[src/rtl/program_sequencer_if.sv]
// Bundle between the nibble-processor sequencer, its program ROM and the instruction decoder.
// The master modport is the ROM/decoder side; the slave modport is the sequencer.
interface program_sequencer_if #(
    parameter int ADDR_W      = 12,
    parameter int OP_W        = 4,
    parameter int OPRND_W     = 4,
    parameter int STACK_DEPTH = 4
);
    localparam int DEPTH_W = $clog2(STACK_DEPTH + 1);

    logic                      ena;
    logic [OP_W+OPRND_W-1:0]   program_byte;
    logic                      inc_pc;
    logic                      load_pc;
    logic                      call;
    logic                      ret;
    logic [ADDR_W-1:0]         target;
    logic                      clr_err;
    logic [ADDR_W-1:0]         pc;
    logic                      phase;
    logic [OP_W-1:0]           instr;
    logic [OPRND_W-1:0]        oprnd;
    logic [DEPTH_W-1:0]        depth;
    logic                      stack_overflow;
    logic                      stack_underflow;

    modport master (
        output ena, program_byte, inc_pc, load_pc, call, ret, target, clr_err,
        input  pc, phase, instr, oprnd, depth, stack_overflow, stack_underflow
    );

    modport slave (
        input  ena, program_byte, inc_pc, load_pc, call, ret, target, clr_err,
        output pc, phase, instr, oprnd, depth, stack_overflow, stack_underflow
    );
endinterface

[src/rtl/program_sequencer.sv]
// Fetch/execute sequencer: program counter, opcode/operand latch, return-address stack
// with call/ret, and sticky stack-error flags.
//
// state   | meaning
// FETCH   | latch opcode/operand from program_byte; decoder controls ignored
// EXECUTE | apply ret > call > load_pc > inc_pc to the pc, then back to FETCH
module program_sequencer #(
    parameter int ADDR_W      = 12,
    parameter int OP_W        = 4,
    parameter int OPRND_W     = 4,
    parameter int STACK_DEPTH = 4
) (
    input  logic               clk,
    input  logic               rst_n,
    program_sequencer_if.slave bus
);
    localparam int DEPTH_W = $clog2(STACK_DEPTH + 1);
    localparam int IDX_W   = (STACK_DEPTH > 1) ? $clog2(STACK_DEPTH) : 1;

    typedef enum logic {FETCH = 1'b0, EXECUTE = 1'b1} phase_e;

    phase_e               phase_q, phase_d;
    logic [ADDR_W-1:0]    pc_q, pc_d;
    logic [OP_W-1:0]      instr_q, instr_d;
    logic [OPRND_W-1:0]   oprnd_q, oprnd_d;
    logic [DEPTH_W-1:0]   depth_q, depth_d;
    logic                 ovf_q, ovf_d;
    logic                 unf_q, unf_d;
    logic [ADDR_W-1:0]    stack_q [STACK_DEPTH];

    logic [ADDR_W-1:0]    pc_inc;
    logic [IDX_W-1:0]     push_idx;
    logic [IDX_W-1:0]     top_idx;
    logic                 stack_empty;
    logic                 stack_full;
    logic                 push_en;
    logic                 ovf_set;
    logic                 unf_set;

    // pc+1 wraps naturally at ADDR_W bits, for both increments and pushed return addresses
    assign pc_inc      = pc_q + ADDR_W'(1);
    assign push_idx    = IDX_W'(depth_q);
    assign top_idx     = IDX_W'(depth_q - DEPTH_W'(1));
    assign stack_empty = (depth_q == '0);
    assign stack_full  = (depth_q == DEPTH_W'(STACK_DEPTH));

    always_comb begin
        phase_d = phase_q;
        pc_d    = pc_q;
        instr_d = instr_q;
        oprnd_d = oprnd_q;
        depth_d = depth_q;
        push_en = 1'b0;
        ovf_set = 1'b0;
        unf_set = 1'b0;
        if (bus.ena) begin
            if (phase_q == FETCH) begin
                instr_d = bus.program_byte[OP_W+OPRND_W-1:OPRND_W];
                oprnd_d = bus.program_byte[OPRND_W-1:0];
                phase_d = EXECUTE;
            end else begin
                phase_d = FETCH;
                if (bus.ret) begin
                    if (stack_empty) begin
                        unf_set = 1'b1;
                        pc_d    = pc_inc;
                    end else begin
                        pc_d    = stack_q[top_idx];
                        depth_d = depth_q - DEPTH_W'(1);
                    end
                end else if (bus.call) begin
                    if (stack_full) begin
                        ovf_set = 1'b1;
                        pc_d    = pc_inc;
                    end else begin
                        push_en = 1'b1;
                        pc_d    = bus.target;
                        depth_d = depth_q + DEPTH_W'(1);
                    end
                end else if (bus.load_pc) begin
                    pc_d = bus.target;
                end else if (bus.inc_pc) begin
                    pc_d = pc_inc;
                end
            end
        end
        // a new error on the same edge as clr_err wins, so nothing is lost
        ovf_d = ovf_q;
        unf_d = unf_q;
        if (bus.ena) begin
            ovf_d = (ovf_q & ~bus.clr_err) | ovf_set;
            unf_d = (unf_q & ~bus.clr_err) | unf_set;
        end
    end

    always_ff @(posedge clk or negedge rst_n) begin
        if (!rst_n) begin
            phase_q <= FETCH;
            pc_q    <= '0;
            instr_q <= '0;
            oprnd_q <= '0;
            depth_q <= '0;
            ovf_q   <= 1'b0;
            unf_q   <= 1'b0;
        end else begin
            phase_q <= phase_d;
            pc_q    <= pc_d;
            instr_q <= instr_d;
            oprnd_q <= oprnd_d;
            depth_q <= depth_d;
            ovf_q   <= ovf_d;
            unf_q   <= unf_d;
        end
    end

    // stack storage carries no reset; only entries below depth_q are ever read
    always_ff @(posedge clk) begin
        if (push_en) begin
            stack_q[push_idx] <= pc_inc;
        end
    end

    assign bus.pc              = pc_q;
    assign bus.phase           = (phase_q == EXECUTE);
    assign bus.instr           = instr_q;
    assign bus.oprnd           = oprnd_q;
    assign bus.depth           = depth_q;
    assign bus.stack_overflow  = ovf_q;
    assign bus.stack_underflow = unf_q;
endmodule

[src/flat_wrapper.sv]
// flat-port wrapper written by rule: the top's interface ports become plain ports
module program_sequencer_flat 
#(
    parameter int ADDR_W      = 12,
    parameter int OP_W        = 4,
    parameter int OPRND_W     = 4,
    parameter int STACK_DEPTH = 4
)
  (clk, rst_n, bus_ena, bus_program_byte, bus_inc_pc, bus_load_pc, bus_call, bus_ret, bus_target, bus_clr_err, bus_pc, bus_phase, bus_instr, bus_oprnd, bus_depth, bus_stack_overflow, bus_stack_underflow);
  program_sequencer_if #(.ADDR_W(ADDR_W), .OP_W(OP_W), .OPRND_W(OPRND_W), .STACK_DEPTH(STACK_DEPTH)) bus_i ();
  input  logic clk;
  input  logic rst_n;
  input wire logic [$bits(bus_i.ena)-1:0] bus_ena;
  input wire logic [$bits(bus_i.program_byte)-1:0] bus_program_byte;
  input wire logic [$bits(bus_i.inc_pc)-1:0] bus_inc_pc;
  input wire logic [$bits(bus_i.load_pc)-1:0] bus_load_pc;
  input wire logic [$bits(bus_i.call)-1:0] bus_call;
  input wire logic [$bits(bus_i.ret)-1:0] bus_ret;
  input wire logic [$bits(bus_i.target)-1:0] bus_target;
  input wire logic [$bits(bus_i.clr_err)-1:0] bus_clr_err;
  output wire logic [$bits(bus_i.pc)-1:0] bus_pc;
  output wire logic [$bits(bus_i.phase)-1:0] bus_phase;
  output wire logic [$bits(bus_i.instr)-1:0] bus_instr;
  output wire logic [$bits(bus_i.oprnd)-1:0] bus_oprnd;
  output wire logic [$bits(bus_i.depth)-1:0] bus_depth;
  output wire logic [$bits(bus_i.stack_overflow)-1:0] bus_stack_overflow;
  output wire logic [$bits(bus_i.stack_underflow)-1:0] bus_stack_underflow;
  assign bus_i.ena = bus_ena;
  assign bus_i.program_byte = bus_program_byte;
  assign bus_i.inc_pc = bus_inc_pc;
  assign bus_i.load_pc = bus_load_pc;
  assign bus_i.call = bus_call;
  assign bus_i.ret = bus_ret;
  assign bus_i.target = bus_target;
  assign bus_i.clr_err = bus_clr_err;
  assign bus_pc = bus_i.pc;
  assign bus_phase = bus_i.phase;
  assign bus_instr = bus_i.instr;
  assign bus_oprnd = bus_i.oprnd;
  assign bus_depth = bus_i.depth;
  assign bus_stack_overflow = bus_i.stack_overflow;
  assign bus_stack_underflow = bus_i.stack_underflow;
  program_sequencer #(.ADDR_W(ADDR_W), .OP_W(OP_W), .OPRND_W(OPRND_W), .STACK_DEPTH(STACK_DEPTH)) u_core (.clk(clk), .rst_n(rst_n), .bus(bus_i));
endmodule
[config.mk]
export PLATFORM = sky130hd
export DESIGN_NAME = program_sequencer_flat
export DESIGN_NICKNAME = d
export VERILOG_FILES = /design/src/rtl/program_sequencer_if.sv /design/src/rtl/program_sequencer.sv /design/src/flat_wrapper.sv
export SDC_FILE = /design/constraint.sdc
export NUM_CORES = 1
export LEC_CHECK = 0
export CORE_MARGIN = 2
export CORE_UTILIZATION = 40
export DETAILED_ROUTE_END_ITERATION = 8
export PLACE_DENSITY = 0.6
export SKIP_LAST_GASP = 1
export SLEW_MARGIN = 20
export SYNTH_ARGS = -nofsm -noshare
export SYNTH_HDL_FRONTEND = slang
export SYNTH_SLANG_ARGS = --single-unit
export TNS_END_PERCENT = 1
[constraint.sdc]
create_clock -name clk -period 3.4 [get_ports clk]
set_clock_uncertainty 0.1 [all_clocks]
set_input_delay 0.34 -clock clk [delete_from_list [all_inputs] [get_ports clk]]
set_output_delay 0.34 -clock clk [all_outputs]
set_load 0.005 [all_outputs]
==> reports/results.txt <==
The run finished with clean final reports. The type of the setup path with the least slack is reg -> reg. Pre-CTS worst setup slack: 0.757 ns. The floorplan die height is 95.9 µm, and the leftover overflow at the end of global routing is 0. Dividing the detail-routed wire length by the instance count gives 18.8 µm.

The starting utilization of the core area was 41.1%. The worst setup path is launched from a flop. The number of distinct library cells after synthesis was 45. Summed over all nets, the switching power comes to 1.12 mW. In this run the static leakage power is 1.50 nW. The share of the clock period used by the worst path was 67.8%; the post-CTS resize count was 0.

Counting flops with an async set or reset pin after synthesis yields a share of 35.1%. The combinational power share was 38.8%. In this run the count of I/O pins placed on the die edge is 54. The logs give 2,063 for the via count of the first global-routing pass and 394 for the number of cells in the finished layout apart from fillers. Once the clock tree was built, the setup fixing pass inserted 0 buffers.

The clock-pin slew reported for the worst setup and hold paths after clock tree synthesis was 0.09 ns; the depth of the worst register-to-register path was 6. The number of I/O port buffers was 53. After legalization and detailed placement, the total HPWL measured 5040 µm. Number of failing hold endpoints at the final stage: 0.

The sum of negative setup slack is 0 ns. The signed area change from the synthesized netlist to the final layout is 23.7%, and the area of all placed cells without fillers is 4180 µm². The floorplan has 33 rows. Summing the sequential cell areas from Yosys gives 61.9% of the chip area.

For the number of max-slew violations in the final report, the log shows 0. On the final layout, the worst hold slack is 0.271 ns. The CTS sink count is 74, and the count of synthesis-stage warnings from yosys is 0.

Fmax: 0.433 GHz. The tree is rooted in a clkbuf_8. Buffers inserted during clock tree synthesis total 9. The worst-margin pin slew was 0.803 ns; the data required time of the critical path was 3.54 ns. The placed instances occupy a cell area of 3990 µm². Counting tap cells, the placed design contains a total of 378 instances.

The number of antenna violations at the first check in global routing was 0; the total routing usage reported by global routing was 17.4%. The deepest level of the CTS H-tree is 3, and the number of vias per cell is 5.37. The internal power was 2.28 mW; the fraction of final layout cells sized beyond drive strength 1 was 15.9%.

The tools report the nature of the critical path endpoint as a flop. The tool flagged a number of max-cap violations equal to 0. Entering global routing, the biggest net connects 27 pins.

For the final setup slack of the worst path, the log shows 1.09 ns. The total of hold buffers inserted after clock tree synthesis was 0. Primary flip-flop cell chosen by synthesis mapping: edfxtp_1. The logs give 2 for the number of buffers on the longest clock path and 27.0% for the global-route met2 utilization. The tools report the maximum resistive drop on vdd as 0.293 mV. The run gives 41.5% as the part of the total power dissipated in sequential elements. The post-synthesis instance area came out at 3380 µm². The tools report the violation count after the first detailed-route iteration as 183. The net count after synthesis is 260.

The net count of the finished layout is 318. The number of cells produced by synthesis was 226; the clock network power share was 19.7%. The power density over the cells is 813 nW/µm², and the post-synthesis sequential element count is 74. Summing over every cut layer, the via total after detailed routing is 2,117.

Global routing consumed, on the met3 layer, 2.35% of the routing resources. The library cells used most frequently in the layout, excluding fill and tap cells, are clkdlybuf4s50_1, edfxtp_1, dfrtp_1. In the routed design, unresolved DRC markers number 0. The antenna diode count is 0. The tightest min-delay check is of the in -> async type. The die width was 95.9 µm. For this block, the routed nets add up to 7390 µm of wire.

Most crowded layer after global routing: met2. In this run, synthesis inferred 48 flip-flops with an integrated enable. The library cell used most frequently in the layout, excluding fill and tap cells, is clkdlybuf4s50_1. The worst path in the final design needs a cycle of 2.31 ns, including I/O delays and setup. Wire length of the first global-routing pass: 11,500 µm.

The global placement routability congestion was 0.812. At the worst endpoint, the arrival time is 2.44 ns. Of the total power, the share spent switching nets is 33.0%.

A synthesized cell averages 15.0 µm². The floorplan step defined a die boundary enclosing 9200 µm². TritonCTS built the clock tree. Once detail routing completed, the nets flagged for antenna violations numbered 0. Setup repair after global routing left no endpoint under its margin. The clock reaches the later pin of the worst-skew pair after 0.35 ns. For the met1 layer usage reported by global route, the log shows 24.8%.

The total setup violations reported at the end of the flow is 0. The floorplan step defined a core boundary enclosing 8220 µm². The first detailed-routing pass took 5 iterations.

Of all nets on the critical path, the largest fanout is 13. For the worst slew margin relative to its limit, the log shows 46.4%.
Yosys cell counts, drive strengths merged, types with 3 or more instances:
cell type  count  area (µm²)
a222oi         5        50.1
clkbuf         3        22.5
a22oi          4        30.0
o21ai         15        75.1
o22ai          6        50.0
mux2           9         101
and3           3        18.8
edfxtp        48        1440
nor2           4        15.0
and2           3        18.8
inv            8        30.0
mux4          12         278
a21oi          6        30.0
xnor2         10        87.6
xor2           4        35.0
nand2         19        71.3
buf            7        67.6
nand3          6        35.0
ha             6        75.1
dfrtp         26         651
routing by layer:
metal  share of wire, %  routed length (µm)  up-vias
met3                3.9                 286        9
met1                 46                3370     1071
li1                   -                   -      992
met5                  0                   0        -
met4                1.6                 120        0
met2                 49                3610       45
worst max-delay path, cell delays in order (launching register included):
cell and delay, ns:
dfrtp_1 0.39, inv_1 0.10, ha_1 0.71, mux4_2 0.42
a22oi_1 0.17, o21ai_0 0.12, a21o_1 0.19
power groups by stage:
stage / Clock, mW / Combinational, mW / Sequential, mW
finish: 0.671 / 1.32 / 1.41
global route: 0.725 / 1.45 / 1.44
CTS: 0.684 / 1.34 / 1.41
detailed placement: 0 / 1.33 / 1.43
global placement: 0 / 1.32 / 1.42
floorplan: 0 / 0.839 / 1.39
cell families (layout without fill, tap and decap cells):
| kind of cell | Yosys count | after routing | synth area share [%] |
|---|---|---|---|
| xor+xnor | 14 | 14 | 3.63 |
| simple gates | 46 | 46 | 7.15 |
| compound gates | 47 | 47 | 10.3 |
| flops | 74 | 74 | 61.9 |
| buf+inv | 18 | 81 | 3.55 |
| mux | 21 | 21 | 11.2 |
| fa+ha+maj | 6 | 6 | 2.22 |
layout make-up:
cell class	count	area [µm²]
multi-input combinational	134	1170
fill	708	4040
tap	105	131
timing repair buffer	57	561
inverter	8	30.0
sequential	74	2090
clock buffer	10	128
clock inverter	6	66.3
flip-flops by register name, summed over array words and instances, names as in the netlist:
name,flops
u_core.bus.depth,3
u_core.bus.stack_overflow,1
u_core.bus.oprnd,4
u_core.bus.pc,12
u_core.stack_q,48
u_core.bus.instr,4
u_core.bus.stack_underflow,1
u_core.bus.phase,1
per-stage QoR:
step	power [mW]	util, %
floorplan	2.23	-
global placement	2.75	48.5
detailed placement	2.76	48.5
CTS	3.43	50.9
global route	3.61	50.9
finish	3.40	50.9
final timing paths:
path	start	end	slack [ns]
setup / recovery	u_core.bus.depth[1]	u_core.bus.pc[8]	1.09
hold / removal	rst_n	u_core.bus.pc[10]	0.27
setup reg to reg	u_core.bus.depth[1]	u_core.bus.pc[8]	1.09
hold reg to reg	u_core.bus.stack_overflow	u_core.bus.stack_overflow	0.39
max in group asynchronous	rst_n	u_core.bus.instr[0]	2.65
min in group clk	u_core.bus.stack_overflow	u_core.bus.stack_overflow	0.39
Note: power is estimated with default switching activity, not from simulation.
